$ cat src/rtl/e1of4_sync_rx.sv
// e1of4_sync_rx: clocked receiver for a four-phase e1of4 QDI channel.
// Synchronises the rails, decodes 1-of-4 tokens, drives the Rxe handshake,
// buffers decoded values in a small FIFO and keeps token/error statistics.
module e1of4_sync_rx #(
   parameter int unsigned DEPTH       = 4,
   parameter int unsigned SYNC_STAGES = 2,
   parameter int unsigned CNT_W       = 16
) (
   input  logic             CLK,
   input  logic             RESET,
   input  logic [3:0]       Rx,
   output logic             Rxe,
   output logic [1:0]       out_data,
   output logic             out_valid,
   input  logic             out_ready,
   output logic [CNT_W-1:0] token_count,
   output logic             code_err
);

   localparam int unsigned PW = $clog2(DEPTH);
   localparam int unsigned CW = $clog2(DEPTH + 1);

   typedef enum logic [0:0] {
      IDLE = 1'b0,
      ACK  = 1'b1
   } state_t;

   logic [3:0]       sync_q [SYNC_STAGES];
   logic [3:0]       rx_s;

   state_t           state_q, state_d;
   logic             rxe_q, rxe_d;
   logic [CNT_W-1:0] tok_cnt_q;
   logic             err_q;

   logic [1:0]       mem_q [DEPTH];
   logic [PW-1:0]    wr_ptr_q, rd_ptr_q;
   logic [CW-1:0]    count_q, count_d;
   logic [1:0]       hold_q;

   logic             rx_zero, rx_onehot, rx_multi;
   logic [1:0]       rx_val;
   logic             push, bad_code, pop;

   // Rail synchroniser chain; rx_s is the only view of Rx used for decisions.
   always_ff @(posedge CLK) begin
      if (RESET) begin
         for (int unsigned i = 0; i < SYNC_STAGES; i++) begin
            sync_q[i] <= '0;
         end
      end else begin
         sync_q[0] <= Rx;
         for (int unsigned i = 1; i < SYNC_STAGES; i++) begin
            sync_q[i] <= sync_q[i-1];
         end
      end
   end

   assign rx_s = sync_q[SYNC_STAGES-1];

   // Classify the synchronised rails and encode a one-hot code to binary.
   always_comb begin
      rx_zero   = (rx_s == '0);
      rx_multi  = ((rx_s & (rx_s - 4'd1)) != '0);
      rx_onehot = !rx_zero && !rx_multi;
      rx_val    = 2'd0;
      if (rx_s[3]) begin
         rx_val = 2'd3;
      end else if (rx_s[2]) begin
         rx_val = 2'd2;
      end else if (rx_s[1]) begin
         rx_val = 2'd1;
      end
   end

   // Handshake events are only honoured in IDLE while Rxe is offered.
   assign push     = (state_q == IDLE) && rxe_q && rx_onehot;
   assign bad_code = (state_q == IDLE) && rxe_q && rx_multi;
   assign pop      = out_ready && (count_q != '0);

   // Next state, next FIFO occupancy and next enable.
   always_comb begin
      state_d = state_q;
      unique case (state_q)
         IDLE: if (rxe_q && !rx_zero) state_d = ACK;
         ACK:  if (rx_zero)           state_d = IDLE;
         default: state_d = IDLE;
      endcase

      count_d = count_q;
      if (push && !pop) begin
         count_d = count_q + 1'b1;
      end else if (!push && pop) begin
         count_d = count_q - 1'b1;
      end

      rxe_d = (state_d == IDLE) && (count_d < CW'(DEPTH));
   end

   // Handshake FSM with registered Rxe, token counter and sticky error flag.
   always_ff @(posedge CLK) begin
      if (RESET) begin
         state_q   <= IDLE;
         rxe_q     <= 1'b0;
         tok_cnt_q <= '0;
         err_q     <= 1'b0;
      end else begin
         state_q <= state_d;
         rxe_q   <= rxe_d;
         if (push) begin
            tok_cnt_q <= tok_cnt_q + 1'b1;
         end
         if (bad_code) begin
            err_q <= 1'b1;
         end
      end
   end

   // FIFO pointers and occupancy; DEPTH is a power of two so pointers wrap naturally.
   always_ff @(posedge CLK) begin
      if (RESET) begin
         wr_ptr_q <= '0;
         rd_ptr_q <= '0;
         count_q  <= '0;
      end else begin
         count_q <= count_d;
         if (push) begin
            wr_ptr_q <= wr_ptr_q + 1'b1;
         end
         if (pop) begin
            rd_ptr_q <= rd_ptr_q + 1'b1;
         end
      end
   end

   // FIFO storage; contents need no reset because occupancy gates visibility.
   always_ff @(posedge CLK) begin
      if (push) begin
         mem_q[wr_ptr_q] <= rx_val;
      end
   end

   // Remember the last presented value so out_data holds while empty.
   always_ff @(posedge CLK) begin
      if (RESET) begin
         hold_q <= '0;
      end else begin
         hold_q <= out_data;
      end
   end

   assign out_valid   = (count_q != '0);
   assign out_data    = out_valid ? mem_q[rd_ptr_q] : hold_q;
   assign Rxe         = rxe_q;
   assign token_count = tok_cnt_q;
   assign code_err    = err_q;

endmodule

$ cat config.mk
export PLATFORM = sky130hd
export DESIGN_NAME = e1of4_sync_rx
export DESIGN_NICKNAME = d
export VERILOG_FILES = /design/src/rtl/e1of4_sync_rx.sv
export SDC_FILE = /design/constraint.sdc
export NUM_CORES = 1
export LEC_CHECK = 0
export BUFFER_PORTS_ARGS = -buffer_cell sky130_fd_sc_hd__buf_2
export CORE_MARGIN = 4
export CORE_UTILIZATION = 25
export DETAILED_ROUTE_END_ITERATION = 7
export GPL_TIMING_DRIVEN = 0
export PLACE_DENSITY = 0.54
export SLEW_MARGIN = 5
export SYNTH_ARGS = -nofsm -noshare
export SYNTH_HDL_FRONTEND = slang
export SYNTH_SLANG_ARGS = --single-unit
$ cat constraint.sdc
create_clock -name CLK -period 1.8 [get_ports CLK]
set_input_delay 0.18 -clock CLK [delete_from_list [all_inputs] [get_ports CLK]]
set_output_delay 0.18 -clock CLK [all_outputs]
set_load 0.01 [all_outputs]
==> impl_metrics.csv, run 1 <==
group,metric,value,unit
logic_synthesis,ys_types,34,
placement,place_ws,-265.3,ps
run_status,status,"finished with violations",
hold_path,hold_class,"input port to register",
clock_tree,cts_tree,"yes",
clock_tree,numCtsBuffers,5,
logic_synthesis,ys_top_cells_by_count,"dfxtp_1, nor2_1, xnor2_1, nor2b_1",
timing,tightest_slew,549.0,ps
setup_path,crit_path_end_kind,"register",
pwr,totalPowerFinal,2.694,mW
setup_path,critPathArrivalTime,1880,ps
clock_tree,clk_pin_slew,80,ps
floorplanning,coreArea,7687,sq um
layout,n_antenna_cell,0,
layout,area.growth.synth_to_final,28.26,%
pwr,leakagePower,0.9480,nW
routing,vias_per_cell,4.210,
routing,ant_nets,0,
routing,routed_wl,3.869,mm
global_routing,antenna_found_initial,0,
timing,slew_headroom,63.40,%
timing,post-route-period-util,100.6,%
clock_tree,cts_sinks,46,
timing,setup_violations,6,
run_status,violations,"setup timing",
global_routing,grt_overflow,0,
timing,fin_worst_skew,4.545,ps
routing,dr.first_iter.drc_count,56,
logic_synthesis,syn_nets,208,
logic_synthesis,synth.most_common_cell,"dfxtp_1",
floorplanning,initial_core_util,25.68,%
global_routing,grt_start_max_net_pins,14,
floorplanning,die_w,96.87,um
logic_synthesis,yosysTopAreaCellShare,38.53,%
clock_tree,clock_latency,300,ps
setup_path,cp_slowest_cell,"dfxtp_4",
placement,place.detailed.hpwl,2.745,mm
setup_path,max_stage_delay,390,ps
setup_path,cp-start-kind,"register",
timing,rsz0062_at_grt,"yes",
logic_synthesis,synth-seq-cells,46,
timing,hold_violations,0,
layout,fin_nets,247,
floorplanning,ioPinCount,28,
setup_path,crit_chain,"xor2_2 > a211oi_4 > nor2_4 > buf_4 > buf_4 > buf_4 > and2_4",
placement,portBuffers,27,
routing,drt_pre_antenna_iters,4,
logic_synthesis,synth_ff_type,"dfxtp_1",
timing,drv_slew,0,
timing,max_freq,0.5520,GHz
clock_tree,root_buffer,"clkbuf_8",
logic_synthesis,syn_area,1974,sq um
setup_path,crit_type,"register to register",
floorplanning,die_h,96.87,um
setup_path,crit_required,1870,ps
setup_path,path_buf_inv,3,
routing,wl_per_cell,11.62,um
routing,drcViolationCount,0,
setup_path,cpMostUsedCell,"buf_4",
logic_synthesis,yosysSeqAreaShare,50.70,%
logic_synthesis,synthArstFlopShare,0,%
floorplanning,fp.dieArea,9384,sq um
timing,fin_crit,1812,ps
logic_synthesis,synth_top_area_cell,"dfxtp_1",
logic_synthesis,yosys_warnings,0,
pwr,peakVddDrop,0.0004437,V
global_routing,grt_pass1_vias,1362,
clock_tree,cts_max_level,2,
global_routing,track_usage,8.811,%
logic_synthesis,synthCells,191,
setup_path,cp_max_fo,7,
routing,vias,1402,
flow_run,cap_violations,0,
logic_synthesis,synth_area_leaders,"dfxtp_1, edfxtp_1, xnor2_1, ha_1, nor2_1",
logic_synthesis,synth_edf_count,8,
setup_path,crit_family,"buffers and inverters",
timing,fin_ws,-11.67,ps
timing,hold_ws,83.94,ps
floorplanning,rows,32,
global_routing,grt_pass1_wl,6.782,mm
placement,place_congestion,0.6965,
clock_tree,cts_buffer_depth,2,
layout,drive_gt1_share,33.77,%
pwr,power.density,1064,nW/um^2
logic_synthesis,avgSynthCellArea,10.34,sq um
## power breakdown
group / total, mW / internal (mW) / switching, mW / leakage, nW
logic: 0.857 / 0.443 / 0.414 / 0.520
registers: 1.24 / 1.16 / 0.0822 / 0.386
clock network: 0.597 / 0.267 / 0.329 / 0.0426
## stage by stage
stage                     TNS, ps  instances  area [sq um]  util (%)
after floorplan                 0        191          2013         -
after global placement     -857.4        320          2276     29.61
after detailed placement   -951.1        320          2276     29.61
after CTS                       0        331          2440     31.74
after global routing       -675.4        333          2532     32.94
final                      -61.19        333          2532     32.94
## final timing paths
check | start | endpoint | slack, ps | depth (start not counted)
max | sync_q[0][6] | mem_q[3][0] | -10 | 7
min | Rx[0] | sync_q[0][0] | 80 | 2
max reg2reg | sync_q[0][6] | mem_q[3][0] | -10 | 7
min reg2reg | sync_q[0][3] | sync_q[0][7] | 440 | 1
## sequential cells by signal (all words and copies together) (netlist names), 2 cells and up, named ones only
name,flops
sync_q,8
hold_q,2
wr_ptr_q,2
token_count,16
count_q,3
rd_ptr_q,2
mem_q,8
## cell usage in the layout (no fill, tap or decap), types with 2 or more instances in the layout
cell type	instances
a21oi_1	4
nor3_1	2
ha_1	8
buf_4	5
clkbuf_1	6
dfxtp_4	2
dfxtp_1	32
buf_2	25
clkbuf_8	5
nor2b_1	12
xor2_1	3
edfxtp_1	8
inv_1	8
nor3b_1	3
o21ai_0	3
nand2_1	9
mux2_4	2
nor4b_2	2
nand4_1	2
mux4_2	2
nor2_4	2
nor2_1	22
dfxtp_2	4
nor3b_2	3
nor4b_4	2
nand3_1	3
and2_4	3
xnor2_1	15
a211oi_1	2
nor3_2	3
buf_6	3
and4_1	2
## area by class of cell
class	count	area (sq um)
multi-input combinational	130	1061
clock inverter	2	8.758
buffer	6	30.03
fill	810	5155
clock buffer	6	72.57
inverter	9	33.78
timing repair buffer	32	185.2
tap	102	127.6
sequential	46	1013
## metal layers
layer	track usage, %	vias to the layer above	wire [um]
met5	0	-	0
met4	2.268	0	38
met3	2.884	5	172
met2	13.64	25	1812
met1	11.83	653	1847
li1	-	719	-
## logic make-up after synthesis
logic type / Yosys count / share of synthesized area (%)
compound gates: 14 / 4.563
xor+xnor: 19 / 8.428
fa+ha+maj: 11 / 6.844
buf+inv: 15 / 3.232
flops: 46 / 50.70
mux: 5 / 3.992
simple gates: 81 / 22.24
## repair_timing
item	in CTS	in global routing
endpoints found under the setup margin	7	15
gates resized for setup	16	17
hold buffers	0	0
pin swaps	6	8
setup buffers	3	2
(Power assumes the default switching activity.)
==> inputs of run 2 (changes only) <==
CORE_ASPECT_RATIO = 1.4   (was default)
==> impl_metrics.csv, run 2 (synthesis gave the netlist of run 1 again) <==
group,metric,value,unit
run_status,status,"completed",
timing,fin_crit,1795,ps
global_routing,grt_start_max_net_pins,14,
global_routing,grt_pass1_vias,1477,
layout,final_area,2537,sq um
floorplanning,initial_core_util,25.63,%
clock_tree,cts_tree,"yes",
timing,tightest_slew,511.7,ps
floorplanning,die_w,83.11,um
timing,rsz0062_at_grt,"yes",
placement,place.detailed.hpwl,2.920,mm
routing,ant_nets,0,
clock_tree,cts_max_level,2,
layout,n_antenna_cell,0,
floorplanning,rows,38,
timing,hold_violations,0,
routing,drcViolationCount,0,
timing,slew_headroom,65.89,%
routing,wl_per_cell,11.83,um
setup_path,reg2reg_depth,9,
setup_path,cp_max_fo,6,
layout,drive_gt1_share,34.63,%
clock_tree,root_buffer,"clkbuf_8",
setup_path,crit_required,2030,ps
timing,setup_violations,0,
layout,fillers,816,
clock_tree,cts-hold-fix-buffers,0,
clock_tree,clock_latency,290,ps
flow_run,cap_violations,0,
routing,routed_wl,3.917,mm
layout,final_core_util,32.94,%
setup_path,crit_path_end_kind,"register",
layout,largest_reg_flops,16,
pwr,leakagePower,0.9421,nW
routing,dr.first_iter.drc_count,37,
placement,portBuffers,27,
clock_tree,numCtsBuffers,5,
layout,seq_area,1013,sq um
layout,fin_nets,247,
clock_tree,clk_pin_slew,80,ps
clock_tree,cts_buffer_depth,2,
hold_path,min_to,"sync_q[0][0]",
timing,hold_ws,89.84,ps
layout,layout_common_cells,"dfxtp_1, buf_2, nor2_1",
placement,place_congestion,0.7451,
floorplanning,fp.dieArea,9403,sq um
setup_path,rrSetupSlack,5,ps
setup_path,crit_type,"register to register",
timing,fin_worst_skew,4.915,ps
hold_path,whs_path_depth,2,
pwr,totalPowerFinal,2.678,mW
routing,vias_per_cell,4.260,
hold_path,hp-start,"Rx[0]",
setup_path,critPathArrivalTime,2030,ps
clock_tree,cts_sinks,46,
routing,vias,1410,
layout,area.growth.synth_to_final,28.52,%
floorplanning,die_h,113.2,um
global_routing,grt_overflow,0,
setup_path,r2r-start,"sync_q[0][6]",
placement,place_ws,-361.6,ps
pwr,peakVddDrop,0.0004472,V
global_routing,track_usage,8.790,%
timing,max_freq,0.5570,GHz
timing,post-route-period-util,99.75,%
hold_path,hold_class,"input port to register",
layout,final_common_cell,"dfxtp_1",
placement,postPlaceCellArea,2273,sq um
layout,multi_input_area,1071,sq um
pwr,power.density,1055,nW/um^2
setup_path,r2r_end,"count_q[2]",
routing,drt_pre_antenna_iters,4,
timing,drv_slew,0,
floorplanning,coreArea,7702,sq um
timing,fin_ws,4.537,ps
global_routing,grt_pass1_wl,6.803,mm
global_routing,antenna_found_initial,0,
setup_path,cp-start-kind,"register",
floorplanning,ioPinCount,28,
[run 2: changes by cell type in the layout (fill, tap and decap cells not counted), sizes merged]
cell,before,now
clkbuf,11,12
clkinv,2,1
[run 2: final cells by class]
cell class / instances / area share [%]
multi-input cells: 130 / 42.21
flip-flops and latches: 46 / 39.94
repair buffers: 32 / 6.805
well taps: 100 / 4.931
clock buffers: 7 / 3.402
inverters: 9 / 1.331
plain buffers: 6 / 1.183
clock inverters: 1 / 0.1972
[run 2: per-layer routing]
metal / vias up / track usage [%] / wire, um
met5: - / 0 / 0
met4: 0 / 3.926 / 68
met3: 7 / 2.112 / 157
met2: 24 / 16.01 / 2064
met1: 664 / 9.599 / 1627
li1: 715 / - / -
[run 2: power breakdown]
| group | total [mW] | switching (mW) | internal, mW |
|---|---|---|---|
| logic | 0.803 | 0.412 | 0.391 |
| clock network | 0.637 | 0.327 | 0.310 |
| registers | 1.24 | 0.0806 | 1.16 |
[run 2: through the flow]
| stage | std cells | setup TNS (ps) |
|---|---|---|
| after floorplan | 191 | 0 |
| after global placement | 318 | -995.4 |
| after detailed placement | 318 | -1157 |
| after CTS | 331 | -61.16 |
| after global routing | 331 | -357.9 |
| final | 331 | 0 |
[run 2: how the worst max path moves through the flow]
| stage | startpoint | depth (start not counted) | endpoint | slack [ps] |
|---|---|---|---|---|
| 2_1_floorplan | sync_q[0][7] | 9 | count_q[2] | 7 |
| 3_3_place_gp | sync_q[0][7] | 9 | Rxe | -330 |
| 3_5_place_dp | sync_q[0][7] | 9 | count_q[2] | -360 |
| 4_1_cts | sync_q[0][6] | 9 | count_q[2] | -40 |
| 5_1_grt | sync_q[0][6] | 9 | count_q[2] | -120 |
| 6_report | sync_q[0][6] | 9 | count_q[2] | 5 |
[run 2: critical path, stage by stage (launching register included)]
cell and delay, ps:
dfxtp_4 390, xor2_2 190, a211oi_4 270, nor2_4 100, inv_2 80, ha_4 140
nand2_2 50, o21ai_2 180, xor2_2 190, nor2b_1 140
[run 2: timing repair]
item,CTS,global route
pin swaps,8,6
setup buffers,5,0
resized for setup,17,14
gates cloned,0,0
endpoints found under the setup margin,7,13
==> inputs of run 3 (changes only) <==
BUFFER_PORTS_ARGS = -buffer_cell sky130_fd_sc_hd__buf_4   (was -buffer_cell sky130_fd_sc_hd__buf_2)
PLACE_DENSITY = 0.52   (was 0.54)
clock period = 2.1 ns   (was 1.8 ns; I/O delays follow)
==> impl_metrics.csv, run 3 (synthesis gave the netlist of run 1 again) <==
group,metric,value,unit
global_routing,grt_overflow,0,
layout,fillers,818,
setup_path,critPathArrivalTime,2070,ps
layout,layout_common_cells,"dfxtp_1, buf_4, nor2_1",
timing,post-route-period-util,89.44,%
placement,portBuffers,27,
layout,area.growth.synth_to_final,25.29,%
timing,fin_worst_skew,9.714,ps
clock_tree,root_buffer,"clkbuf_8",
timing,setup_violations,0,
layout,final_area,2474,sq um
pwr,peakVddDrop,0.0003471,V
floorplanning,coreArea,7702,sq um
run_status,status,"completed",
flow_run,cap_violations,0,
pwr,comb_power_share,27.8,%
timing,rsz0062_at_grt,"no",
global_routing,grt_pass1_wl,6.665,mm
clock_tree,cts-hold-fix-buffers,0,
floorplanning,initial_core_util,25.63,%
setup_path,crit_required,2290,ps
timing,drv_slew,0,
clock_tree,cts_sinks,46,
clock_tree,clock_latency,300,ps
pwr,clkPwrFrac,24.9,%
pwr,sw_frac_of_total,29.77,%
pwr,p_int,1.573,mW
setup_path,cp-start-kind,"register",
routing,drcViolationCount,0,
layout,n_antenna_cell,0,
routing,wl_per_cell,11.61,um
routing,drt_pre_antenna_iters,4,
routing,vias,1392,
placement,place_ws,-310.0,ps
setup_path,crit_path_end_kind,"register",
placement,dp.cells,318,
layout,drive_gt1_share,24.56,%
floorplanning,ioPinCount,28,
setup_path,crit_type,"register to register",
clock_tree,cts_max_level,2,
floorplanning,die_h,113.2,um
pwr,power_frac_seq,47.3,%
global_routing,grt_pass1_vias,1449,
placement,place.detailed.hpwl,2.874,mm
timing,tightest_slew,513.8,ps
floorplanning,die_w,83.11,um
clock_tree,clk_pin_slew,80,ps
timing,slew_headroom,65.75,%
placement,postPlaceCellArea,2302,sq um
clock_tree,numCtsBuffers,5,
timing,tns,0,ps
placement,place_congestion,0.7390,
timing,max_freq,0.5324,GHz
timing,fin_ws,221.9,ps
layout,final_common_cell,"dfxtp_1",
global_routing,antenna_found_initial,0,
timing,fin_crit,1878,ps
pwr,power.density,905.5,nW/um^2
pwr,leakagePower,0.9273,nW
routing,vias_per_cell,4.244,
floorplanning,fp.dieArea,9403,sq um
hold_path,hold_class,"input port to register",
timing,hold_ws,119.6,ps
timing,hold_violations,0,
clock_tree,cts_buffer_depth,2,
routing,ant_nets,0,
pwr,p_switching,0.6669,mW
floorplanning,rows,38,
global_routing,track_usage,8.684,%
routing,dr.first_iter.drc_count,24,
layout,fin_nets,244,
layout,largest_reg_flops,16,
global_routing,grt_start_max_net_pins,15,
setup_path,cp_max_fo,7,
clock_tree,cts_tree,"yes",
layout,fin_cells,328,
layout,multi_input_area,967.2,sq um
layout,seq_area,1006,sq um
routing,routed_wl,3.809,mm
run 3: power groups by stage:
stage               registers (mW)  logic (mW)  clock network (mW)
floorplan                     1.07       0.394                   0
global placement              1.07       0.586                   0
detailed placement            1.08       0.591                   0
CTS                           1.06       0.609               0.582
global route                  1.08       0.703               0.618
finish                        1.06       0.623               0.558
run 3: worst paths after layout:
path / from / to / slack [ps] / depth (start not counted)
max: sync_q[0][7] / token_count[14] / 220 / 6
max reg2reg: sync_q[0][7] / token_count[14] / 220 / 6
min reg2reg: sync_q[0][1] / sync_q[0][5] / 440 / 1
min: Rx[1] / sync_q[0][1] / 120 / 2
run 3: per-stage QoR:
step	power (mW)	utilization [%]
CTS	2.252	31.89
global route	2.396	32.12
finish	2.240	32.12
detailed placement	1.668	29.89
global placement	1.659	29.89
floorplan	1.462	-
run 3: layout make-up:
class / instances / share of cell area (%)
tap: 100 / 5.058
inverter: 9 / 1.366
clock inverter: 2 / 0.4552
clock buffer: 6 / 3.338
sequential: 46 / 40.67
timing repair buffer: 29 / 8.801
buffer: 6 / 1.214
multi-input combinational: 130 / 39.10
run 3: per-layer routing:
layer / vias up / track usage [%] / share of wire, %
met5: - / 0 / 0
met4: 0 / 3.926 / 2.2
met2: 22 / 16.11 / 52
met1: 653 / 9.238 / 42
li1: 709 / - / -
met3: 8 / 2.039 / 3.4
run 3: repair_timing:
item                                    in CTS  in global routing
endpoints found under the hold margin        0                  0
endpoints found under the setup margin       4                  3
buffers inserted                             1                  1
resized for setup                            9                  4
pin swaps                                    1                  3
run 3: worst max-delay path, stage by stage (launching register included):
cell	delay (ps)
dfxtp_2	390
nor4b_4	340
a211oi_4	90
buf_4	170
nor2_1	180
nor3b_1	250
mux2_2	360
